## config.mk

```make
export PLATFORM = sky130hd
export DESIGN_NAME = ahb_lite_master
export DESIGN_NICKNAME = d
export VERILOG_FILES = /design/src/rtl/ahb_lite_master.sv
export SDC_FILE = /design/constraint.sdc
export NUM_CORES = 1
export LEC_CHECK = 0
export CORE_MARGIN = 5
export CORE_UTILIZATION = 44
export DETAILED_ROUTE_END_ITERATION = 6
export GPL_ROUTABILITY_DRIVEN = 0
export HOLD_SLACK_MARGIN = 0.06
export PLACE_DENSITY = 0.87
export RECOVER_POWER = 100
export SYNTH_ARGS = -nofsm -noshare
export SYNTH_HDL_FRONTEND = slang
export SYNTH_SLANG_ARGS = --single-unit
```

## constraint.sdc

```tcl
create_clock -name HCLK -period 5.45 [get_ports HCLK]
set_clock_uncertainty 0.15 [all_clocks]
set_input_delay 1.09 -clock HCLK [delete_from_list [all_inputs] [get_ports HCLK]]
set_output_delay 1.09 -clock HCLK [all_outputs]
set_load 0.03 [all_outputs]
```

## src/rtl/ahb_lite_master.sv

```systemverilog
// Command-driven AHB-Lite initiator: SINGLE/INCR4 commands in, pipelined address/data phases out.
// One response per completed data phase; ERROR cancels the rest of the burst and yields one final error response.
module ahb_lite_master #(
  parameter int          ADDR_W    = 32,
  parameter int          DATA_W    = 32,
  parameter logic [3:0]  HPROT_VAL = 4'b0011
) (
  input  logic              HCLK,
  input  logic              HRESET,
  input  logic              cmd_valid,
  output logic              cmd_ready,
  input  logic [ADDR_W-1:0] cmd_addr,
  input  logic              cmd_write,
  input  logic [2:0]        cmd_size,
  input  logic              cmd_incr4,
  input  logic              wd_valid,
  output logic              wd_ready,
  input  logic [DATA_W-1:0] wd_data,
  output logic              rsp_valid,
  output logic [DATA_W-1:0] rsp_rdata,
  output logic              rsp_err,
  output logic              rsp_last,
  output logic [ADDR_W-1:0] HADDR,
  output logic              HWRITE,
  output logic [2:0]        HSIZE,
  output logic [2:0]        HBURST,
  output logic [3:0]        HPROT,
  output logic [1:0]        HTRANS,
  output logic [DATA_W-1:0] HWDATA,
  input  logic [DATA_W-1:0] HRDATA,
  input  logic              HREADY,
  input  logic              HRESP
);

  typedef enum logic [1:0] {S_IDLE, S_ADDR, S_DATA, S_ERR1} state_e;

  state_e              state_q, state_d;
  logic [ADDR_W-1:0]   haddr_q, haddr_d;
  logic                hwrite_q, hwrite_d;
  logic [2:0]          hsize_q, hsize_d;
  logic [2:0]          hburst_q, hburst_d;
  logic [DATA_W-1:0]   hwdata_q, hwdata_d;
  logic                ap_vld_q, ap_vld_d;
  logic                ap_first_q, ap_first_d;
  logic [1:0]          beats_q, beats_d;
  logic                dp_vld_q, dp_vld_d;
  logic                dp_write_q, dp_write_d;
  logic                dp_last_q, dp_last_d;

  logic ap_go, addr_done, last_addr, dp_done, err_start, accept, load;

  // a pending write beat is only a real transfer once its data is offered
  assign ap_go     = ap_vld_q && (state_q != S_ERR1) && (!hwrite_q || wd_valid);
  assign addr_done = ap_go && HREADY;
  assign last_addr = addr_done && (beats_q == 2'd0);
  assign dp_done   = dp_vld_q && HREADY;
  assign err_start = dp_vld_q && HRESP && !HREADY;
  assign accept    = cmd_valid && cmd_ready;

  // also ready while the final address phase completes, so the next NONSEQ overlaps the last data phase
  assign cmd_ready = !HRESET && ((state_q == S_IDLE) || ((state_q == S_DATA) && HREADY) ||
                                 ((state_q == S_ADDR) && last_addr));
  assign wd_ready  = !HRESET && addr_done && hwrite_q;
  assign rsp_valid = !HRESET && (dp_done || ((state_q == S_ERR1) && HREADY));
  assign rsp_err   = rsp_valid && (state_q == S_ERR1);
  assign rsp_last  = rsp_valid && ((state_q == S_ERR1) || dp_last_q);
  assign rsp_rdata = (rsp_valid && (state_q != S_ERR1) && !dp_write_q) ? HRDATA : '0;

  assign HADDR  = haddr_q;
  assign HWRITE = hwrite_q;
  assign HSIZE  = hsize_q;
  assign HBURST = hburst_q;
  assign HPROT  = HPROT_VAL;
  assign HWDATA = hwdata_q;

  always_comb begin
    HTRANS = 2'b00;
    if (ap_vld_q && (state_q != S_ERR1)) begin
      if (ap_go) HTRANS = ap_first_q ? 2'b10 : 2'b11;
      else       HTRANS = ap_first_q ? 2'b00 : 2'b01;
    end
  end

  always_comb begin
    state_d    = state_q;
    haddr_d    = haddr_q;
    hwrite_d   = hwrite_q;
    hsize_d    = hsize_q;
    hburst_d   = hburst_q;
    hwdata_d   = hwdata_q;
    ap_vld_d   = ap_vld_q;
    ap_first_d = ap_first_q;
    beats_d    = beats_q;
    dp_vld_d   = dp_vld_q;
    dp_write_d = dp_write_q;
    dp_last_d  = dp_last_q;
    load       = 1'b0;
    case (state_q)
      S_IDLE: if (accept) load = 1'b1;
      S_ADDR: begin
        if (err_start) begin
          state_d  = S_ERR1;
          dp_vld_d = 1'b0;
          // a pending address belonging to the next command survives the error
          if (!dp_last_q) ap_vld_d = 1'b0;
        end else begin
          if (dp_done) dp_vld_d = 1'b0;
          if (addr_done) begin
            dp_vld_d   = 1'b1;
            dp_write_d = hwrite_q;
            dp_last_d  = (beats_q == 2'd0);
            if (hwrite_q) hwdata_d = wd_data;
            if (beats_q != 2'd0) begin
              haddr_d    = haddr_q + (ADDR_W'(1) << hsize_q);
              beats_d    = beats_q - 2'd1;
              ap_first_d = 1'b0;
            end else if (accept) begin
              load = 1'b1;
            end else begin
              ap_vld_d = 1'b0;
              state_d  = S_DATA;
            end
          end
        end
      end
      S_DATA: begin
        if (err_start) begin
          state_d  = S_ERR1;
          dp_vld_d = 1'b0;
        end else if (HREADY) begin
          dp_vld_d = 1'b0;
          if (accept) load = 1'b1;
          else        state_d = S_IDLE;
        end
      end
      S_ERR1: if (HREADY) state_d = ap_vld_q ? S_ADDR : S_IDLE;
      default: state_d = S_IDLE;
    endcase
    if (load) begin
      state_d    = S_ADDR;
      haddr_d    = cmd_addr;
      hwrite_d   = cmd_write;
      hsize_d    = (cmd_size > 3'd2) ? 3'd2 : cmd_size;
      hburst_d   = cmd_incr4 ? 3'b011 : 3'b000;
      beats_d    = cmd_incr4 ? 2'd3 : 2'd0;
      ap_vld_d   = 1'b1;
      ap_first_d = 1'b1;
    end
  end

  always_ff @(posedge HCLK) begin
    if (HRESET) begin
      state_q    <= S_IDLE;
      haddr_q    <= '0;
      hwrite_q   <= 1'b0;
      hsize_q    <= 3'd0;
      hburst_q   <= 3'd0;
      hwdata_q   <= '0;
      ap_vld_q   <= 1'b0;
      ap_first_q <= 1'b0;
      beats_q    <= 2'd0;
      dp_vld_q   <= 1'b0;
      dp_write_q <= 1'b0;
      dp_last_q  <= 1'b0;
    end else begin
      state_q    <= state_d;
      haddr_q    <= haddr_d;
      hwrite_q   <= hwrite_d;
      hsize_q    <= hsize_d;
      hburst_q   <= hburst_d;
      hwdata_q   <= hwdata_d;
      ap_vld_q   <= ap_vld_d;
      ap_first_q <= ap_first_d;
      beats_q    <= beats_d;
      dp_vld_q   <= dp_vld_d;
      dp_write_q <= dp_write_d;
      dp_last_q  <= dp_last_d;
    end
  end

endmodule
```

==> metrics.cfg, run 1 <==
[outcome]
status=finished with violations
violations=capacitance limit, slew limit

[clock_network]
cts_tree=built
post_cts_buffers=0
cts_sinks=78
clock_latency_ps=360
htreeDepth=3
cts_resized=0
cts_root_buf=clkbuf_8
clk_path_buf_depth=2
numCtsBuffers=9
cts_hold_buffers=0
clk_pin_slew_ps=90

[sta]
timing.hold.ws_ps=307
setup_tns_ps=0
rsz0062_at_grt=no
min_period_ps=5080
finalHoldViolCount=0
fmax_mhz=197
period_share=0.931
worst_pin_slew_ps=2040
relSlewSlack=-0.360
slew_viol_final=180
setup_violations=0

[synthesis]
synth_top_cell_area_share=0.355
synth_top_flop_cell=dfxtp_1
synth_area_leaders=dfxtp_1, nand2_1, a211oi_2
ys_async_sr_fraction=0
synth.ff_latch_count=78
syn_inst=556
synthTopCellsByCount=nand2_1, dfxtp_1, a21oi_1
synth_most_common_cell=nand2_1
synth_top_area_cell=dfxtp_1
avgSynthCellArea_um2=7.91
synth_warnings=0
ys_types=53
synth_edf_count=0
ys_seq_area_frac=0.355
netlist_area_mm2=0.00440

[critical_path]
path_delay_family=buffers and inverters
path_buf_inv=2
crit_chain=dlygate4sd3_1 -> nor2b_1 -> and3_1 -> and2_1 -> dlygate4sd3_1
critical_path_class=primary input to output port
cpMostUsedCell=dlygate4sd3_1
arrival_ps=3840
critPathSlowestCell=dlygate4sd3_1
critPathRequiredTime_ps=4210
path_max_fanout=32
start_kind=primary input
critPathMaxStageDelay_ps=760
endpoint_kind=output port

[finish]
syn_to_final_growth_pct=51.9
antennaDiodeCount=0
n_fill_cell=798
layout-drive-gt1-share=0.0575
fin_nets=864

[grt]
antenna_found_initial=0
grt_max_degree=71
grtUsageTotal=0.239
grt_pass1_wl_um=22600
grt-ovfl-total=0
grt_pass1_vias=4688

[routing]
viasPerCell=5.20
num_vias=4578
drt_pass1_iterations=4
detail-route-antenna-nets=0
wirelength_um=14400
drc=0
drt_iter0_drc=176
post_drt_wl_per_cell_um=16.4

[power]
power.leakage_nw=2.72
power_density_mw_per_mm2=218
ir_worst_vdd_mv=0.109
total_power_mw=1.46

[worst_hold_path]
hold_class=flop to flop

[flow_run]
maxCapViolCount=4

[floorplanning]
row_count=36
initial_core_util=0.450
die_area_mm2=0.0121
ioPinCount=221
chipHeight_um=110
fp.dieW_um=110
core_area_mm2=0.00977

[placement]
place_hpwl_um=11100
port_buffers=215

==> kinds of logic after synthesis <==
kind of cell,Yosys count,share of synthesized area
and+or+nand+nor,243,0.263
AOI/OAI and AO/OA,128,0.216
DFF,78,0.355
buffers and inverters,64,0.0688
xor gates and xnor gates,26,0.0518
adders and majority gates,14,0.0415
other,2,0.00171
muxes,1,0.00228
==> registers in the layout, indices dropped and copies added (netlist names), 2 cells and up <==
signal / count
HADDR: 32
HWDATA: 32
HSIZE: 3
beats_q: 2
state_q: 2
==> metrics by stage <==
step	worst slack, ps	util	std cells	area (um2)
global placement	711	0.668	865	6530
floorplan	2030	-	559	4410
CTS	513	0.688	881	6730
global route	236	0.684	881	6680
finish	375	0.684	881	6680
detailed placement	523	0.668	865	6530
==> area by class of cell <==
cell class / instances / area [um2] / share of cell area
repair buffers: 217 / 2160 / 0.323
clock inverters: 7 / 80.1 / 0.0120
inverters: 20 / 75.1 / 0.0112
clock buffers: 9 / 124 / 0.0185
well taps: 133 / 166 / 0.0249
flip-flops and latches: 78 / 1560 / 0.234
multi-input cells: 417 / 2520 / 0.377
==> path summary, 6_finish.rpt <==
check,cells after the start,startpoint,slack (ps),endpoint
worst min-delay path,2,HWDATA[1]$_SDFFE_PP0P_,310,HWDATA[1]$_SDFFE_PP0P_
worst max-delay path,5,HREADY,370,rsp_rdata[13]
worst max register to register,7,state_q[0]$_SDFFE_PP0P_,1830,HADDR[27]$_SDFFE_PP0P_
worst min register to register,2,HWDATA[1]$_SDFFE_PP0P_,310,HWDATA[1]$_SDFFE_PP0P_
==> power breakdown <==
| part | switching, mW | internal (mW) | leakage [nW] |
|---|---|---|---|
| Combinational | 0.192 | 0.171 | 1.98 |
| Sequential | 0.0335 | 0.603 | 0.636 |
| Clock | 0.238 | 0.218 | 0.102 |
==> tightest hold or removal path, delay by kind of cell (launching register included) <==
kind | cells | cell delay (ps)
flops | 1 | 320
simple gates | 1 | 50
compound gates | 1 | 50
==> metal layers <==
metal,global-route usage,share of wire
met1,0.249,0.36
met4,0.0793,0.026
met2,0.426,0.50
met3,0.107,0.11
met5,0,0
==> layout by cell type, fill, tap and decap left out, drive strengths merged, types with 22 or more instances in the layout <==
| master | n |
|---|---|
| a211oi | 29 |
| a21oi | 48 |
| and2 | 36 |
| clkdlybuf4s50 | 103 |
| dfxtp | 78 |
| dlygate4sd3 | 111 |
| inv | 23 |
| nand2 | 101 |
| nor2 | 46 |
| xnor2 | 22 |
Power figures use the tool's default switching activity.
==> inputs of run 2 (changes only) <==
- GPL_TIMING_DRIVEN: unset -> 0
==> run 2 against run 1 <==
The flow now finishes without violations. Combinational power grew 4%. Core utilization grew 1.4 points. Final area grew 2.1%. Via count grew 5.5%. Largest cell class unchanged. Routed wire length grew 9.0%. Sequential power is essentially flat. Count of clock-buffer cells in the layout grew 3. Largest power group unchanged. Worst hold slack lost 4.0 ps. Cell count grew 4.7%. Die area is the same.
==> metrics.cfg, run 2 (synthesized netlist as in run 1, its figures left out) <==
[routing]
num_vias=4831
wirelength_um=15700
drc=0
viasPerCell=5.24
detail-route-antenna-nets=0
drt_iter0_drc=246
drt_pass1_iterations=4
post_drt_wl_per_cell_um=17.0

[critical_path]
endpoint_kind=output port
critPathMaxStageDelay_ps=760
critPathRequiredTime_ps=4210
start_kind=primary input
cpMostUsedCell=clkbuf_1
critical_path_class=primary input to output port
crit_chain=clkbuf_1 -> nor2b_1 -> and3_1 -> clkbuf_1 -> and2_1 -> dlygate4sd3_1
arrival_ps=3090
critPathSlowestCell=dlygate4sd3_1
worstReg2RegStart=HSIZE[1]$_SDFFE_PP0P_
r2r_setup_slack_ps=1560
path_buf_inv=3
path_delay_family=buffers and inverters
rr_worst_depth=10
path_max_fanout=10
reg2reg_to=HADDR[22]$_SDFFE_PP0P_

[power]
power.leakage_nw=2.78
ir_worst_vdd_mv=0.162
power_density_mw_per_mm2=217

[floorplanning]
row_count=36
fp.dieW_um=110
ioPinCount=221
chipHeight_um=110
core_area_mm2=0.00977
die_area_mm2=0.0121
initial_core_util=0.450

[clock_network]
cts_hold_buffers=0
cts_tree=built
clk_path_buf_depth=2
clk_pin_slew_ps=80
numCtsBuffers=9
cts_resized=0
cts_root_buf=clkbuf_8
post_cts_buffers=0
htreeDepth=3
cts_sinks=78
clock_latency_ps=370

[finish]
layout_common_cells=dlygate4sd3_1, clkdlybuf4s50_1, nand2_1
fin_util=0.698
layout-drive-gt1-share=0.0546
layout_commonest_cell=dlygate4sd3_1
fin_nets=904
syn_to_final_growth_pct=55.1
layoutNonFillerInstCount=922

[worst_hold_path]
min_from=HWDATA[23]$_SDFFE_PP0P_
hold_class=flop to flop
min_to=HWDATA[23]$_SDFFE_PP0P_
hold-path-cell-count=2

[sta]
worst_pin_slew_ps=996
min_period_ps=4330
finalHoldViolCount=0
relSlewSlack=0.328
setup_tns_ps=0
setup_violations=0
rsz0062_at_grt=no
timing.hold.ws_ps=303
setup_ws_ps=1120
period_share=0.795
slew_viol_final=0
fmax_mhz=231

[flow_run]
maxCapViolCount=0

[grt]
grtUsageTotal=0.259
grt_max_degree=14
grt_pass1_vias=5041
grt_pass1_wl_um=24400
grt-ovfl-total=0
antenna_found_initial=1

[outcome]
status=complete, no violations

[placement]
port_buffers=213
place_ws_ps=1160
place_hpwl_um=12400
placed_cells=905

-- run 2: power breakdown --
group          internal (mW)  switching [mW]
combinational          0.174           0.202
sequential             0.603          0.0330
clock                  0.239           0.231
total                   1.02           0.466
-- run 2: worst max path at each step --
stage / startpoint / end / depth (start not counted)
floorplan: HREADY / rsp_rdata[10] / 5
global placement: HRESET / rsp_rdata[9] / 6
detailed placement: HRESET / rsp_rdata[9] / 6
CTS: HRESET / rsp_rdata[9] / 6
global route: HRESET / rsp_rdata[9] / 6
finish: HRESET / rsp_rdata[9] / 6
-- run 2: metal layers --
metal | track usage | part of all wire | vias to the layer above
met5 | 0 | 0 | -
met1 | 0.247 | 0.34 | 2264
met3 | 0.114 | 0.12 | 29
met4 | 0.102 | 0.027 | 0
li1 | - | - | 2329
met2 | 0.483 | 0.52 | 209
-- run 2: layout make-up --
cell class / count / area [um2]
fill: 804 / 2950
buffer: 44 / 203
timing repair buffer: 213 / 2130
sequential: 78 / 1560
tap: 133 / 166
clock buffer: 12 / 155
multi-input combinational: 417 / 2480
inverter: 20 / 75.1
clock inverter: 4 / 53.8
antenna: 1 / 2.50
-- run 2: stage by stage --
step / total power [mW] / cell area [um2]
floorplan: 0.860 / 4410
global placement: 1.03 / 6710
detailed placement: 1.05 / 6710
CTS: 1.51 / 6920
global route: 1.54 / 6830
finish: 1.48 / 6830
-- run 2: worst register-to-register path: stages, from the launching register on --
cell and delay (ps):
dfxtp_1 340, clkbuf_1 300, nor3b_1 290, ha_1 310
nor2b_1 180, o31a_1 270, o311ai_0 860, clkbuf_1 510
nor3_1 160, xnor2_1 160, a211oi_1 250
==> inputs of run 3 (changes only) <==
- CORE_UTILIZATION: 44 -> 41
- PLACE_DENSITY: 0.87 -> 0.82
- clock period: 5.45 -> 4 ns (I/O delays scaled with it)
==> run 3 against run 2 <==
Cell count increased by 0.11%. Final area increased by 0.40%. Combinational power increased by 37%. Core utilization decreased by 4.0 points. Sequential power increased by 36%. Register-to-register slack got worse by 1100 ps. Sequential share of layout area decreased by 0.092 points. Worst hold slack improved by 3.3 ps. Via count decreased by 2.6%. Critical endpoint is now cmd_ready. Largest power group unchanged.
==> metrics.cfg, run 3 (synthesized netlist as in run 1, its figures left out) <==
[clock_network]
numCtsBuffers=9
htreeDepth=3
cts_tree=built
cts_resized=0
cts_root_buf=clkbuf_8
clk_path_buf_depth=2
post_cts_buffers=0
cts_hold_buffers=0
clk_pin_slew_ps=70
clock_latency_ps=350
cts_sinks=78

[sta]
timing.hold.ws_ps=307
finalHoldViolCount=0
setup_tns_ps=0
rsz0062_at_grt=no
min_period_ps=3750
setup_violations=0
slew_viol_final=0
setup_ws_ps=248
relSlewSlack=0.357
fmax_mhz=267
worst_pin_slew_ps=958
period_share=0.938

[floorplanning]
core_area_mm2=0.0104
ioPinCount=221
chipHeight_um=114
initial_core_util=0.422
die_area_mm2=0.0129
row_count=37
fp.dieW_um=114

[critical_path]
arrival_ps=2800
path_max_fanout=4
path_buf_inv=2
critPathSlowestCell=dlygate4sd3_1
critPathMaxStageDelay_ps=820
path_delay_family=buffers and inverters
start_kind=primary input
endpoint_kind=output port
critPathRequiredTime_ps=3050
critical_path_class=primary input to output port
cpMostUsedCell=dlygate4sd3_1
crit_chain=dlygate4sd3_1 -> nor2b_1 -> o41a_1 -> nor2_1 -> dlygate4sd3_1

[grt]
grtUsageTotal=0.231
grt-ovfl-total=0
grt_max_degree=14
antenna_found_initial=0
grt_pass1_wl_um=24300
grt_pass1_vias=4898

[finish]
syn_to_final_growth_pct=55.8
fin_nets=904
final_area_mm2=0.00685
layout_commonest_cell=dlygate4sd3_1
antennaDiodeCount=0
layout_common_cells=dlygate4sd3_1, clkdlybuf4s50_1, nand2_1
layout-drive-gt1-share=0.0584

[routing]
drc=0
wirelength_um=15300
detail-route-antenna-nets=0
drt_iter0_drc=224
viasPerCell=5.10
post_drt_wl_per_cell_um=16.6
num_vias=4703
drt_pass1_iterations=5

[power]
power_density_mw_per_mm2=297
power.leakage_nw=2.79
ir_worst_vdd_mv=0.209
total_power_mw=2.04

[placement]
port_buffers=213
dpl_cell_area_mm2=0.00671
place_hpwl_um=12300
place_ws_ps=305

[flow_run]
maxCapViolCount=0

[outcome]
status=complete, no violations

[worst_hold_path]
hold_class=flop to flop

==> run 3: path summary, 6_finish.rpt <==
kind | startpoint | endpoint | slack [ps] | depth (start not counted)
max | wd_valid | cmd_ready | 250 | 5
min | HWDATA[9]$_SDFFE_PP0P_ | HWDATA[9]$_SDFFE_PP0P_ | 310 | 2
max reg2reg | HSIZE[1]$_SDFFE_PP0P_ | HADDR[24]$_SDFFE_PP0P_ | 450 | 10
min reg2reg | HWDATA[9]$_SDFFE_PP0P_ | HWDATA[9]$_SDFFE_PP0P_ | 310 | 2
==> run 3: area by class of cell <==
| class | count | area [um2] |
|---|---|---|
| fillers | 889 | 3560 |
| clock buffers | 10 | 138 |
| inverters | 20 | 75.1 |
| clock inverters | 5 | 82.6 |
| multi-input cells | 417 | 2490 |
| plain buffers | 44 | 203 |
| repair buffers | 213 | 2130 |
| well taps | 136 | 170 |
| flip-flops and latches | 78 | 1560 |
==> run 3: worst register-to-register path, delay by kind of cell (launching register included) <==
family          cells  cell delay [ps]
compound gates      3             1260
buf+inv             2              690
simple gates        3              550
flops               1              350
fa+ha+maj           1              310
xor+xnor            1              150
==> run 3: where the power goes <==
part / leakage, nW / total (mW) / switching [mW] / internal [mW]
clock: 0.113 / 0.659 / 0.292 / 0.367
sequential: 0.636 / 0.865 / 0.0441 / 0.821
combinational: 2.05 / 0.514 / 0.275 / 0.239
total: 2.79 / 2.04 / 0.610 / 1.43
==> run 3: layer usage <==
metal,global-route usage,part of all wire,up-vias,routed length (um)
met2,0.426,0.51,196,7740
met3,0.106,0.12,15,1830
met1,0.242,0.36,2161,5520
met4,0.0433,0.013,0,196
li1,-,-,2331,-
met5,0,0,-,0
==> run 3: stage by stage <==
step           std cells  utilization
3_5_place_dp         908        0.644
4_1_cts              923        0.666
3_3_place_gp         908        0.644
6_report             923        0.658
5_1_grt              923        0.658
2_1_floorplan        559            -
